===== config.mk =====
export PLATFORM = sky130hd
export DESIGN_NAME = cla_divider_16bit
export DESIGN_NICKNAME = d
export VERILOG_FILES = /design/src/rtl/cla_divider_16bit.sv
export SDC_FILE = /design/constraint.sdc
export NUM_CORES = 1
export LEC_CHECK = 0
export CAP_MARGIN = 15
export CELL_PAD_IN_SITES_DETAIL_PLACEMENT = 1
export CELL_PAD_IN_SITES_GLOBAL_PLACEMENT = 1
export CORE_UTILIZATION = 42
export DETAILED_ROUTE_END_ITERATION = 10
export PLACE_DENSITY = 0.87
export SLEW_MARGIN = 30
export SYNTH_ARGS = -nofsm -noshare
export SYNTH_HDL_FRONTEND = slang
export SYNTH_SLANG_ARGS = --single-unit

===== constraint.sdc =====
create_clock -name clk -period 3.25 [get_ports clk]
set_clock_uncertainty 0.05 [all_clocks]
set_input_delay 0.325 -clock clk [delete_from_list [all_inputs] [get_ports clk]]
set_output_delay 0.325 -clock clk [all_outputs]
set_load 0.1 [all_outputs]

===== src/rtl/cla_divider_16bit.sv =====
// Purpose : 16-bit unsigned restoring divider, one quotient bit per cycle via a 17-bit CLA trial subtract.
// Latency : 16 cycles start-to-done for a nonzero divisor, 1 cycle for a zero divisor; one op in flight.
// Backpr. : none; start is only honoured in IDLE/DONE and is silently ignored while busy.
//
// Ports:
//   clk, rst              - single clock, asynchronous active-high reset
//   start                 - request, accepted in IDLE or DONE
//   dividend, divisor     - operands, captured on the accepting edge
//   busy                  - high while iterating
//   done                  - one-cycle pulse when results become valid
//   quotient, remainder   - results, held until the next completed operation
//   div_by_zero           - set with results when the captured divisor was 0
module cla_divider_16bit (
    input  logic        clk,
    input  logic        rst,
    input  logic        start,
    input  logic [15:0] dividend,
    input  logic [15:0] divisor,
    output logic        busy,
    output logic        done,
    output logic [15:0] quotient,
    output logic [15:0] remainder,
    output logic        div_by_zero
);

    typedef enum logic [1:0] {
        ST_IDLE = 2'd0,
        ST_RUN  = 2'd1,
        ST_DONE = 2'd2
    } state_t;

    state_t      state;
    state_t      state_nxt;

    logic [15:0] q_reg;      // dividend shifting out, quotient bits shifting in
    logic [15:0] d_reg;      // captured divisor
    // The held partial remainder is always < divisor, so its bit 16 is
    // always zero between iterations; only the shifted trial operand needs
    // the full 17 bits.
    logic [15:0] r_reg;
    logic [3:0]  cnt;

    logic        accept;
    logic        last_iter;
    logic        busy_nxt;
    logic        done_nxt;

    // ------------------------------------------------------------------
    // 17-bit trial subtraction: R_shifted + ~{0,D} + 1 through a two-level
    // carry-lookahead adder (4 groups of 4 bits plus a top bit).
    // ------------------------------------------------------------------
    logic [16:0] trial_a;
    logic [16:0] trial_b;
    logic [16:0] prop;
    logic [16:0] gen;
    logic [16:0] carry;      // carry into each bit position
    logic [3:0]  grp_g;
    logic [3:0]  grp_p;
    logic [4:0]  grp_c;      // carry into each group, grp_c[4] into bit 16
    logic [15:0] trial_sum;
    logic        trial_cout; // 1 = no borrow, R_shifted >= D
    logic [15:0] r_next;
    logic [15:0] q_next;

    // Carries into bits 1..3 of a 4-bit group, fully expanded.
    function automatic logic [2:0] cla4_inner(input logic [3:0] p,
                                              input logic [3:0] g,
                                              input logic       c0);
        logic c1, c2, c3;
        c1 = g[0] | (p[0] & c0);
        c2 = g[1] | (p[1] & g[0]) | (p[1] & p[0] & c0);
        c3 = g[2] | (p[2] & g[1]) | (p[2] & p[1] & g[0])
                  | (p[2] & p[1] & p[0] & c0);
        return {c3, c2, c1};
    endfunction

    function automatic logic grp_gen(input logic [3:0] p, input logic [3:0] g);
        return g[3] | (p[3] & g[2]) | (p[3] & p[2] & g[1])
                    | (p[3] & p[2] & p[1] & g[0]);
    endfunction

    always_comb begin
        trial_a = {r_reg, q_reg[15]};
        trial_b = ~{1'b0, d_reg};
        prop    = trial_a ^ trial_b;
        gen     = trial_a & trial_b;

        grp_g = '0;
        grp_p = '0;
        for (int k = 0; k < 4; k++) begin
            grp_g[k] = grp_gen(prop[4*k +: 4], gen[4*k +: 4]);
            grp_p[k] = &prop[4*k +: 4];
        end

        // Second-level lookahead; carry-in is 1 for the two's complement.
        grp_c[0] = 1'b1;
        grp_c[1] = grp_g[0] | (grp_p[0] & grp_c[0]);
        grp_c[2] = grp_g[1] | (grp_p[1] & grp_g[0])
                            | (grp_p[1] & grp_p[0] & grp_c[0]);
        grp_c[3] = grp_g[2] | (grp_p[2] & grp_g[1])
                            | (grp_p[2] & grp_p[1] & grp_g[0])
                            | (grp_p[2] & grp_p[1] & grp_p[0] & grp_c[0]);
        grp_c[4] = grp_g[3] | (grp_p[3] & grp_g[2])
                            | (grp_p[3] & grp_p[2] & grp_g[1])
                            | (grp_p[3] & grp_p[2] & grp_p[1] & grp_g[0])
                            | (grp_p[3] & grp_p[2] & grp_p[1] & grp_p[0] & grp_c[0]);

        carry = '0;
        for (int k = 0; k < 4; k++) begin
            carry[4*k]         = grp_c[k];
            carry[4*k+1 +: 3]  = cla4_inner(prop[4*k +: 4], gen[4*k +: 4], grp_c[k]);
        end
        carry[16] = grp_c[4];

        // Bit 16 of the sum is zero whenever there is no borrow, so only
        // the low 16 bits are formed; bit 16 still feeds the carry-out.
        trial_sum  = prop[15:0] ^ carry[15:0];
        trial_cout = gen[16] | (prop[16] & carry[16]);

        r_next = trial_cout ? trial_sum : trial_a[15:0];
        q_next = {q_reg[14:0], trial_cout};
    end

    assign accept    = start && ((state == ST_IDLE) || (state == ST_DONE));
    assign last_iter = (state == ST_RUN) && (cnt == 4'd15);

    // ------------------------------------------------------------------
    // FSM: state register
    // ------------------------------------------------------------------
    always_ff @(posedge clk or posedge rst) begin
        if (rst) begin
            state <= ST_IDLE;
        end else begin
            state <= state_nxt;
        end
    end

    // ------------------------------------------------------------------
    // FSM: next-state logic
    // ------------------------------------------------------------------
    always_comb begin
        state_nxt = state;
        case (state)
            ST_IDLE, ST_DONE: begin
                if (accept) begin
                    state_nxt = (divisor == 16'd0) ? ST_DONE : ST_RUN;
                end else begin
                    state_nxt = ST_IDLE;
                end
            end
            ST_RUN: begin
                if (last_iter) begin
                    state_nxt = ST_DONE;
                end
            end
            default: state_nxt = ST_IDLE;
        endcase
    end

    // ------------------------------------------------------------------
    // FSM: output decode, registered below so busy/done are glitch-free
    // ------------------------------------------------------------------
    always_comb begin
        busy_nxt = 1'b0;
        done_nxt = 1'b0;
        case (state_nxt)
            ST_RUN:  busy_nxt = 1'b1;
            ST_DONE: done_nxt = 1'b1;
            default: begin
                busy_nxt = 1'b0;
                done_nxt = 1'b0;
            end
        endcase
    end

    always_ff @(posedge clk or posedge rst) begin
        if (rst) begin
            busy <= 1'b0;
            done <= 1'b0;
        end else begin
            busy <= busy_nxt;
            done <= done_nxt;
        end
    end

    // ------------------------------------------------------------------
    // Datapath: operand capture, iteration, result registers
    // ------------------------------------------------------------------
    always_ff @(posedge clk or posedge rst) begin
        if (rst) begin
            q_reg       <= '0;
            d_reg       <= '0;
            r_reg       <= '0;
            cnt         <= '0;
            quotient    <= '0;
            remainder   <= '0;
            div_by_zero <= 1'b0;
        end else if (accept) begin
            q_reg <= dividend;
            d_reg <= divisor;
            r_reg <= '0;
            cnt   <= '0;
            if (divisor == 16'd0) begin
                quotient    <= 16'hFFFF;
                remainder   <= dividend;
                div_by_zero <= 1'b1;
            end else begin
                div_by_zero <= 1'b0;
            end
        end else if (state == ST_RUN) begin
            q_reg <= q_next;
            r_reg <= r_next;
            cnt   <= cnt + 4'd1;
            if (last_iter) begin
                quotient  <= q_next;
                remainder <= r_next;
            end
        end
    end

endmodule


# After elaboration in Yosys (flattened, before gate mapping)
# Index checks and enable logic that the tools add are counted.
word_totals:
  n_memories: 0
  out_inout_bits: 35
  mem_bits_ro: 0
  reg_bits: 89
  latch_bits: 0
  ram_bits: 0
classes:
  n_div: 0
  n_shift: 0
  n_reduce_logical: 13
  magnitude_cmp: 0
  n_eq_ne: 6
  mux: 22
  addsub: 1
  n_mul: 0
  bitwise: 117
ops:
  columns: ["cell", "n"]
  rows:
  - ["2-to-1 mux 16 bit", 13]
  - ["AND 1 bit", 66]
  - ["OR 1 bit", 47]
  - ["AND 17 bit", 1]
  - ["NOT 16 -> 17 bit", 1]
  - ["XOR 17 bit", 1]
  - ["logical NOT 16 bit", 1]
  - ["AND reduction 4 bit", 4]
  - ["XOR 16 bit", 1]
  - ["2-to-1 mux 4 bit", 2]
  - ["2-to-1 mux 2 bit", 3]
  - ["adder 4 x 1 -> 4 bit (second input constant)", 1]
  - ["equality test 2 x 1 -> 1 bit (second input constant)", 2]
  - ["equality test 2 bit (second input constant)", 2]
  - ["equality test 4 bit (second input constant)", 1]
  - ["one-hot mux 2 bit (2 select lines)", 1]
  - ["nonzero test 2 bit", 2]
  - ["2-to-1 mux 1 bit", 3]
  - ["AND reduction 3 bit", 1]
  - ["logical AND 1 bit", 2]
  - ["logical NOT 2 bit", 1]
  - ["!= test 2 x 1 -> 1 bit (second input constant)", 1]
  - ["OR reduction 2 bit", 1]
  - ["logical OR 1 bit", 1]

# Longest topological paths before layout
# Gate-level depths: netlist of the first run.
depth:
  word_depth: 17
  depth_mapped: 11
  mapped_depth_nobuf: 11

# Worst setup path before layout of the first run
# Ideal clock, no wire load.
synth_timing:
  path_kind: "register -> register"
  start: "reg r_reg[1]"
  end: "reg remainder[8]"
  slack_ns: 0.785
  arrival_time_ns: 2.325
  path_stages_with_launch: 10
  path_buffers: 0
  period_less_slack_ns: 2.465
  required_time_ns: 3.110
  cell_sequence: "dfrtp_1 > ha_1 > o21ai_1 > a22oi_2 > inv_1 > o31ai_1 > nor2_1 > fa_1 > mux2_2 > o221ai_1"
synth_between:
  elab_chain_len: 14
  word_cells_on_any_way: 26
  classes_between: "mux (4); bitwise (21); reduce/logical (1)"
synth_rtl:
  columns: ["element", "line_no", "source"]
  rows:
  - ["start: declaration", "40", "logic [15:0] r_reg;"]
  - ["start signal: assignment", "212", "r_reg <= r_next;"]
  - ["AND 17 bit or XOR 17 bit (tied branches)", "86, 85", null]
  - ["AND 1 bit, on equally long branches", "78, 79", null]
  - ["OR 1 bit (tied with other cells)", "78", "return g[3] | (p[3] & g[2]) | (p[3] & p[2] & g[1])"]
  - ["OR 1 bit or AND 1 bit (tied branches)", "78, 79", null]
  - ["OR 1 bit", "79", "| (p[3] & p[2] & p[1] & g[0]);"]
  - ["AND 1 bit", "105", "| (grp_p[3] & grp_p[2] & grp_p[1] & grp_g[0])"]
  - ["OR 1 bit", "105", null]
  - ["OR 1 bit", "106", "| (grp_p[3] & grp_p[2] & grp_p[1] & grp_p[0] & grp_c[0]);"]
  - ["AND 1 bit", "118", "trial_cout = gen[16] | (prop[16] & carry[16]);"]
  - ["OR 1 bit", "118", null]
  - ["2-to-1 mux 16 bit *", "120", "r_next = trial_cout ? trial_sum : trial_a[15:0];"]
  - ["2-to-1 mux 16 bit *", "214", "if (last_iter) begin"]
  - ["2-to-1 mux 16 bit *", "210", "end else if (state == ST_RUN) begin"]
  - ["2-to-1 mux 16 bit *", "198", "end else if (accept) begin"]
  - ["end signal: assignment", "205", "remainder <= dividend;"]
  - ["end signal: assignment", "216", "remainder <= r_next;"]
  - ["end: declaration", "22", "output logic [15:0] remainder,"]
# Mark *: on every way between the ends. The rest lies on a longest branch, timed or not. The select of a mux whose other input is x is not followed.
# A chain may end at the register's enable or synchronous reset.

# Worst setup path in the final report of the first run
layout_timing:
  start: "reg q_reg[15]"
  end: "reg r_reg[9]"
layout_between:
  elab_chain_len: 12
  word_cells_on_any_way: 21
  classes_between: "mux (3); bitwise (17); reduce/logical (1)"
layout_rtl:
  columns: ["element", "line_no", "source"]
  rows:
  - ["start: declaration", "35", "logic [15:0] q_reg;"]
  - ["start signal: assignment", "199", "q_reg <= dividend;"]
  - ["start signal: assignment", "211", "q_reg <= q_next;"]
  - ["AND 17 bit", "86", "gen = trial_a & trial_b;"]
  - ["AND 1 bit", "79", null]
  - ["OR 1 bit", "79", null]
  - ["AND 1 bit", "98", "grp_c[2] = grp_g[1] | (grp_p[1] & grp_g[0])"]
  - ["OR 1 bit", "98", null]
  - ["OR 1 bit", "99", "| (grp_p[1] & grp_p[0] & grp_c[0]);"]
  - ["AND 1 bit", "70", "c1 = g[0] | (p[0] & c0);"]
  - ["OR 1 bit", "70", null]
  - ["XOR 16 bit", "117", "trial_sum = prop[15:0] ^ carry[15:0];"]
  - ["2-to-1 mux 16 bit *", "120", null]
  - ["2-to-1 mux 16 bit *", "210", null]
  - ["2-to-1 mux 16 bit *", "198", null]
# Marked as above.

==> results of run 1 <==
[metal layers]
metal  part of all wire  track usage  vias to the layer above
met5                  0            0                        -
met4              0.026        0.109                        0
met3              0.036       0.0322                       25
met2               0.50        0.429                      104
met1               0.43        0.336                     2074
li1                   -            -                     1842
[metrics by stage]
stage / area [sq um] / hold WS (ns)
3_3_place_gp: 5470 / 0.412
3_5_place_dp: 5470 / 0.423
4_1_cts: 5660 / 0.158
6_report: 5660 / 0.153
2_1_floorplan: 4620 / 0.392
5_1_grt: 5660 / 0.188
[kinds of logic after synthesis]
group / count (synthesis) / share of synthesized area
AOI/OAI and AO/OA: 146 / 0.216
xor gates and xnor gates: 8 / 0.0152
adders and majority gates: 21 / 0.0617
buffers and inverters: 54 / 0.0471
DFF: 89 / 0.482
muxes: 16 / 0.0352
and+or+nand+nor: 150 / 0.143
[synth_stat cells, types with 6 or more instances]
cell type	instances	area (sq um)
nor3_1	8	40.0
a22oi_1	7	52.6
clkbuf_1	18	67.6
a221o_1	7	70.1
xnor2_1	7	61.3
nor4_1	6	37.5
mux2i_1	14	140
o21ai_1	8	40.0
dfrtp_1	89	2230
ha_1	18	225
nand2_1	75	282
inv_1	30	113
nand3_1	11	55.1
a21oi_1	24	120
nor2_1	30	113
o21ai_0	54	270
and2_1	8	50.1
[area by class of cell]
class | instances | area, sq um
fill | 1203 | 4840
sequential | 89 | 2230
multi-input combinational | 341 | 2190
timing repair buffer | 78 | 771
tap | 136 | 170
clock buffer | 9 | 124
inverter | 31 | 118
clock inverter | 7 | 67.6
[worst max-delay path by stage]
stage	end	slack, ns	cells after the start
after global routing	remainder[9]$_DFFE_PP0P_	0.11	11
final	r_reg[9]$_DFFE_PP0P_	0.23	11
after global placement	remainder[4]$_DFFE_PP0P_	0.53	8
after floorplan	busy$_DFF_PP0_	0.57	1
after detailed placement	r_reg[9]$_DFFE_PP0P_	0.43	11
after CTS	r_reg[9]$_DFFE_PP0P_	0.27	11
[critical path: stages (launching register included)]
cell and delay [ns]:
dfrtp_1 0.39, inv_1 0.10, ha_1 0.34, o21ai_1 0.14, a22oi_2 0.31, inv_1 0.13, o31ai_1 0.37, nor2_1 0.11
fa_1 0.39, xnor2_1 0.14, mux2i_1 0.30, a21oi_1 0.13
==> reports/metrics.csv, run 1 <==
stage,metric,value,unit
routing,per-cell routed wire length,19.5,microns
yosys,"FF+latch count, synth",89,
layout,most frequent cells in the layout,"dfrtp_1 (89), nand2_1 (75), clkdlybuf4s50_1 (69), o21ai_0 (54)",
sta,endpoints failing setup,0,
clocking,# clock sinks,89,
sta,crit share post-route,0.930,
critical_path,RR Endpoint,r_reg[9]$_DFFE_PP0P_,
yosys,Syn Area/Cell,9.55,sq um
floorplan,core area,0.0105,sq mm
routing,1st-pass router iterations,4,
placement,hpwl dp,9420,microns
clocking,post_cts resized,0,
critical_path,crit end category,register,
yosys,Cells after Synth,484,
routing,Vias,4045,
sta,PnR worst setup slack,0.228,ns
job,Max Cap Viol,0,
global_route,first-pass GRT wire length,22700,microns
sta,worst slew pin tran,0.981,ns
critical_path,Worst Path Max Fanout,4,
clocking,root buffer cell,clkbuf_8,
global_route,vias in the first global route,4392,
layout,diode count,0,
layout,share of post-route cells with drive strength above 1,0.0847,
layout,Nets,606,
sta,final hold violations,0,
layout,Layout area overhead,22.6,%
clocking,post-CTS setup buffers,0,
routing,Iter 0 DRT Violations,158,
yosys,Netlist cell types,60,
layout,post-route insts no fill,691,
floorplan,num ports,70,
layout,final core occ,0.539,
sta,Pins Over Slew Limit,0,
routing,vias per inst,5.85,
clocking,CTS Buf Count,9,
critical_path,CP arrival,3.22,ns
critical_path,Worst Setup SP,q_reg[15]$_DFFE_PP0P_,
yosys,Post-synth top flop,dfrtp_1,
routing,DRC,0,
clocking,CTS H-Tree Depth,3,
hold_path,Hold Path Class,primary input to asynchronous set/reset pin,
critical_path,Setup crit start kind,register,
floorplan,Die X,107,microns
critical_path,flop2flop setup slack,0.23,ns
critical_path,worst endpoint required time,3.45,ns
critical_path,R2R cell count,11,
floorplan,Initial Util,0.440,
global_route,global route total overflow,0,
floorplan,row count,37,
clocking,Clock Path Buffers,2,
critical_path,Crit Path Category,register to register,
routing,"antenna viol nets, final",0,
global_route,initial antenna violation count,0,
clocking,Worst-path clk slew,0.10,ns
yosys,asr flop ratio synth,1.00,
floorplan,die area,0.0114,sq mm
sta,TNS Setup,0,ns
sta,RSZ-0062 raised after global routing,false,
yosys,Syn Nets,540,
placement,Cells after DPL,675,
sta,Slew HR,0.344,
placement,pre-CTS WS,0.429,ns
outcome,status,"finished, final reports clean",
floorplan,Die Ht,107,microns
global_route,pin count of the biggest net entering global routing,75,
global_route,GR Util All Layers,0.257,
sta,Max Freq,331,MHz
yosys,post-synthesis sequential area ratio,0.482,
clocking,CTS tree,yes,
placement,GP Congestion,0.840,
yosys,cell area after synthesis,0.00462,sq mm
clocking,hold_buf cts,0,
sta,post-layout min period,3.02,ns
placement,Port Buf Inserts,69,
clocking,"Clk Latency, worst-skew pair",0.38,ns
yosys,"Warnings, synthesis",0,
critical_path,Crit Reg-Reg Startpoint,q_reg[15]$_DFFE_PP0P_,
yosys,number of synthesized flops with an enable pin,0,
layout,"most common cell after layout, fill and taps aside",dfrtp_1,
routing,Total Routed Length,13500,microns
Power of run 1 is not shown: default switching activity piles up to over one toggle a cycle in this logic, so the estimate is an artifact.
==> run 2, diff against run 1 <==
--- a/config.mk
+++ b/config.mk
@@ -10,6 +10,7 @@
 export CELL_PAD_IN_SITES_GLOBAL_PLACEMENT = 1
 export CORE_UTILIZATION = 42
 export DETAILED_ROUTE_END_ITERATION = 10
+export MAX_ROUTING_LAYER = met4
 export PLACE_DENSITY = 0.87
 export SLEW_MARGIN = 30
 export SYNTH_ARGS = -nofsm -noshare
==> run 2 against run 1 <==
  * First-iteration DRC count is 38% higher
  * Non-clock buffer count increased by 2
  * Core utilization fell by 0.13 points
  * Hold slack improved by 0.19 ns
  * Critical path depth down 2
  * Register-to-register slack gained 0.24 ns
  * Fmax is 8.7% higher
  * Via count is 2.4% lower
  * Setup slack better by 0.24 ns
  * Die area unchanged
  * Count of clock-buffer cells in the layout stayed put
  * Routed wire length is 2.2% lower
==> reports/metrics.csv, run 2 (synthesis results as in run 1) <==
stage,metric,value,unit,change
outcome,status,"finished, final reports clean",,
sta,PnR worst setup slack,0.469,ns,+0.241 ns
sta,TNS Setup,0,ns,unchanged
clocking,CTS Buf Count,9,,unchanged
sta,RSZ-0062 raised after global routing,false,,
placement,hpwl dp,9600,microns,+1.8%
critical_path,worst endpoint required time,3.49,ns,+0.04 ns
floorplan,row count,37,,unchanged
placement,Port Buf Inserts,69,,unchanged
clocking,Worst-path clk slew,0.10,ns,about the same
critical_path,CP Cell Sequence,ha_1 -> o21ai_1 -> a22oi_2 -> inv_1 -> o31ai_1 -> nor2_1 -> fa_1 -> mux2_2 -> o221ai_1,,
global_route,global route total overflow,0,,unchanged
routing,per-cell routed wire length,19.0,microns,-2.5%
layout,final core occ,0.538,,-0.00131
clocking,post_cts resized,0,,unchanged
layout,Nets,608,,+0.33%
sta,worst slew pin tran,0.990,ns,+0.00987 ns
floorplan,Die Ht,107,microns,unchanged
routing,Total Routed Length,13200,microns,-2.2%
floorplan,core area,0.0105,sq mm,unchanged
sta,Slew HR,0.338,,-0.00660
global_route,first-pass GRT wire length,21800,microns,-4.3%
placement,GP Congestion,0.842,,+0.18%
global_route,GR Util All Layers,0.255,,-0.00151
job,Max Cap Viol,0,,unchanged
floorplan,Initial Util,0.440,,unchanged
global_route,vias in the first global route,4321,,-1.6%
routing,Vias,3946,,-2.4%
clocking,root buffer cell,clkbuf_8,,
critical_path,Setup crit start kind,register,,
clocking,Clock Path Buffers,2,,unchanged
floorplan,die area,0.0114,sq mm,unchanged
clocking,CTS tree,yes,,
routing,"antenna viol nets, final",0,,unchanged
clocking,CTS H-Tree Depth,3,,unchanged
clocking,"Clk Latency, worst-skew pair",0.38,ns,about the same
routing,DRC,0,,unchanged
floorplan,Die X,107,microns,unchanged
clocking,# clock sinks,89,,unchanged
global_route,pin count of the biggest net entering global routing,70,,-6.7%
routing,vias per inst,5.69,,-2.7%
sta,Max Freq,360,MHz,+8.7%
sta,final hold violations,0,,unchanged
critical_path,Bufs and invs on worst path,1,,-1
hold_path,Hold Path Class,primary input to asynchronous set/reset pin,,
sta,crit share post-route,0.856,,-0.0742
critical_path,Worst Path Max Fanout,4,,unchanged
layout,fill count,1179,,-2.0%
layout,most frequent cells in the layout,"dfrtp_1 (89), nand2_1 (75), clkdlybuf4s50_1 (69), o21ai_0 (54)",,
layout,diode count,0,,unchanged
global_route,initial antenna violation count,0,,unchanged
sta,endpoints failing setup,0,,unchanged
sta,post-layout min period,2.78,ns,-0.241 ns
layout,Layout area overhead,22.3,%,
placement,pre-CTS WS,0.406,ns,-0.0239 ns
critical_path,Crit Path Category,register to register,,
sta,Pins Over Slew Limit,0,,unchanged
layout,share of post-route cells with drive strength above 1,0.0880,,+0.00329
critical_path,CP top delay family,compound AO/OA/AOI/OAI gates,,
routing,1st-pass router iterations,4,,unchanged
clocking,hold_buf cts,0,,unchanged
critical_path,crit end category,register,,
critical_path,CP arrival,3.02,ns,-0.20 ns
clocking,post-CTS setup buffers,0,,unchanged
critical_path,CP max-delay cell,dfrtp_1,,
critical_path,Max stage delay on crit path,0.42,ns,+0.03 ns
routing,Iter 0 DRT Violations,218,,+38%
layout,"most common cell after layout, fill and taps aside",dfrtp_1,,
floorplan,num ports,70,,unchanged
-- run 2: per-stage QoR --
step                      cell area, sq um  cells  hold slack [ns]
after floorplan                       4620    484            0.392
after global placement                5480    677            0.412
after detailed placement              5480    677            0.427
after CTS                             5650    693            0.361
after global routing                  5650    693            0.410
final                                 5650    693            0.340
-- run 2: final timing paths --
| kind | slack, ns | startpoint | endpoint | cells after the start |
|---|---|---|---|---|
| min in group clk | 0.44 | quotient[1]$_DFFE_PP0P_ | quotient[1]$_DFFE_PP0P_ | 2 |
| worst max-delay path | 0.47 | r_reg[1]$_DFFE_PP0P_ | remainder[8]$_DFFE_PP0P_ | 9 |
| max in group asynchronous | 2.09 | rst | r_reg[11]$_DFFE_PP0P_ | 3 |
| worst min register to register | 0.44 | quotient[1]$_DFFE_PP0P_ | quotient[1]$_DFFE_PP0P_ | 2 |
| worst min-delay path | 0.34 | rst | d_reg[1]$_DFFE_PP0P_ | 2 |
| worst max register to register | 0.47 | r_reg[1]$_DFFE_PP0P_ | remainder[8]$_DFFE_PP0P_ | 9 |
-- run 2: area by class of cell --
cell class              count  area, sq um  area share
flip-flops and latches     89         2230       0.394
multi-input cells         341         2190       0.387
repair buffers             80          773       0.137
well taps                 136          170      0.0301
clock buffers               9          124      0.0219
inverters                  31          118      0.0208
clock inverters             7         51.3     0.00908
-- run 2: routing by layer --
metal  part of all wire  up-vias  global-route usage
met5                  0        -                   -
met4              0.022        0               0.114
met3              0.034       25              0.0267
met2               0.50       88               0.419
met1               0.45     1996               0.320
li1                   -     1837                   -
Power of run 2 is left out for the same reason.
==> run 3, diff against run 2 <==
--- a/config.mk
+++ b/config.mk
@@ -9,6 +9,7 @@
 export CELL_PAD_IN_SITES_DETAIL_PLACEMENT = 1
 export CELL_PAD_IN_SITES_GLOBAL_PLACEMENT = 1
 export CORE_UTILIZATION = 42
+export CTS_CLUSTER_SIZE = 8
 export DETAILED_ROUTE_END_ITERATION = 10
 export MAX_ROUTING_LAYER = met4
 export PLACE_DENSITY = 0.87
==> constraint.sdc (replaced) <==
create_clock -name clk -period 3.25 [get_ports clk]
set_clock_uncertainty 0.05 [all_clocks]
set_input_delay 0.325 -clock clk [delete_from_list [all_inputs] [get_ports clk]]
set_output_delay 0.325 -clock clk [all_outputs]
set_load 0.005 [all_outputs]
==> results of run 3 <==
Same layout as run 2 (identical final DEF). Status: finished, final reports clean.
Power figures use the tool's default switching activity.
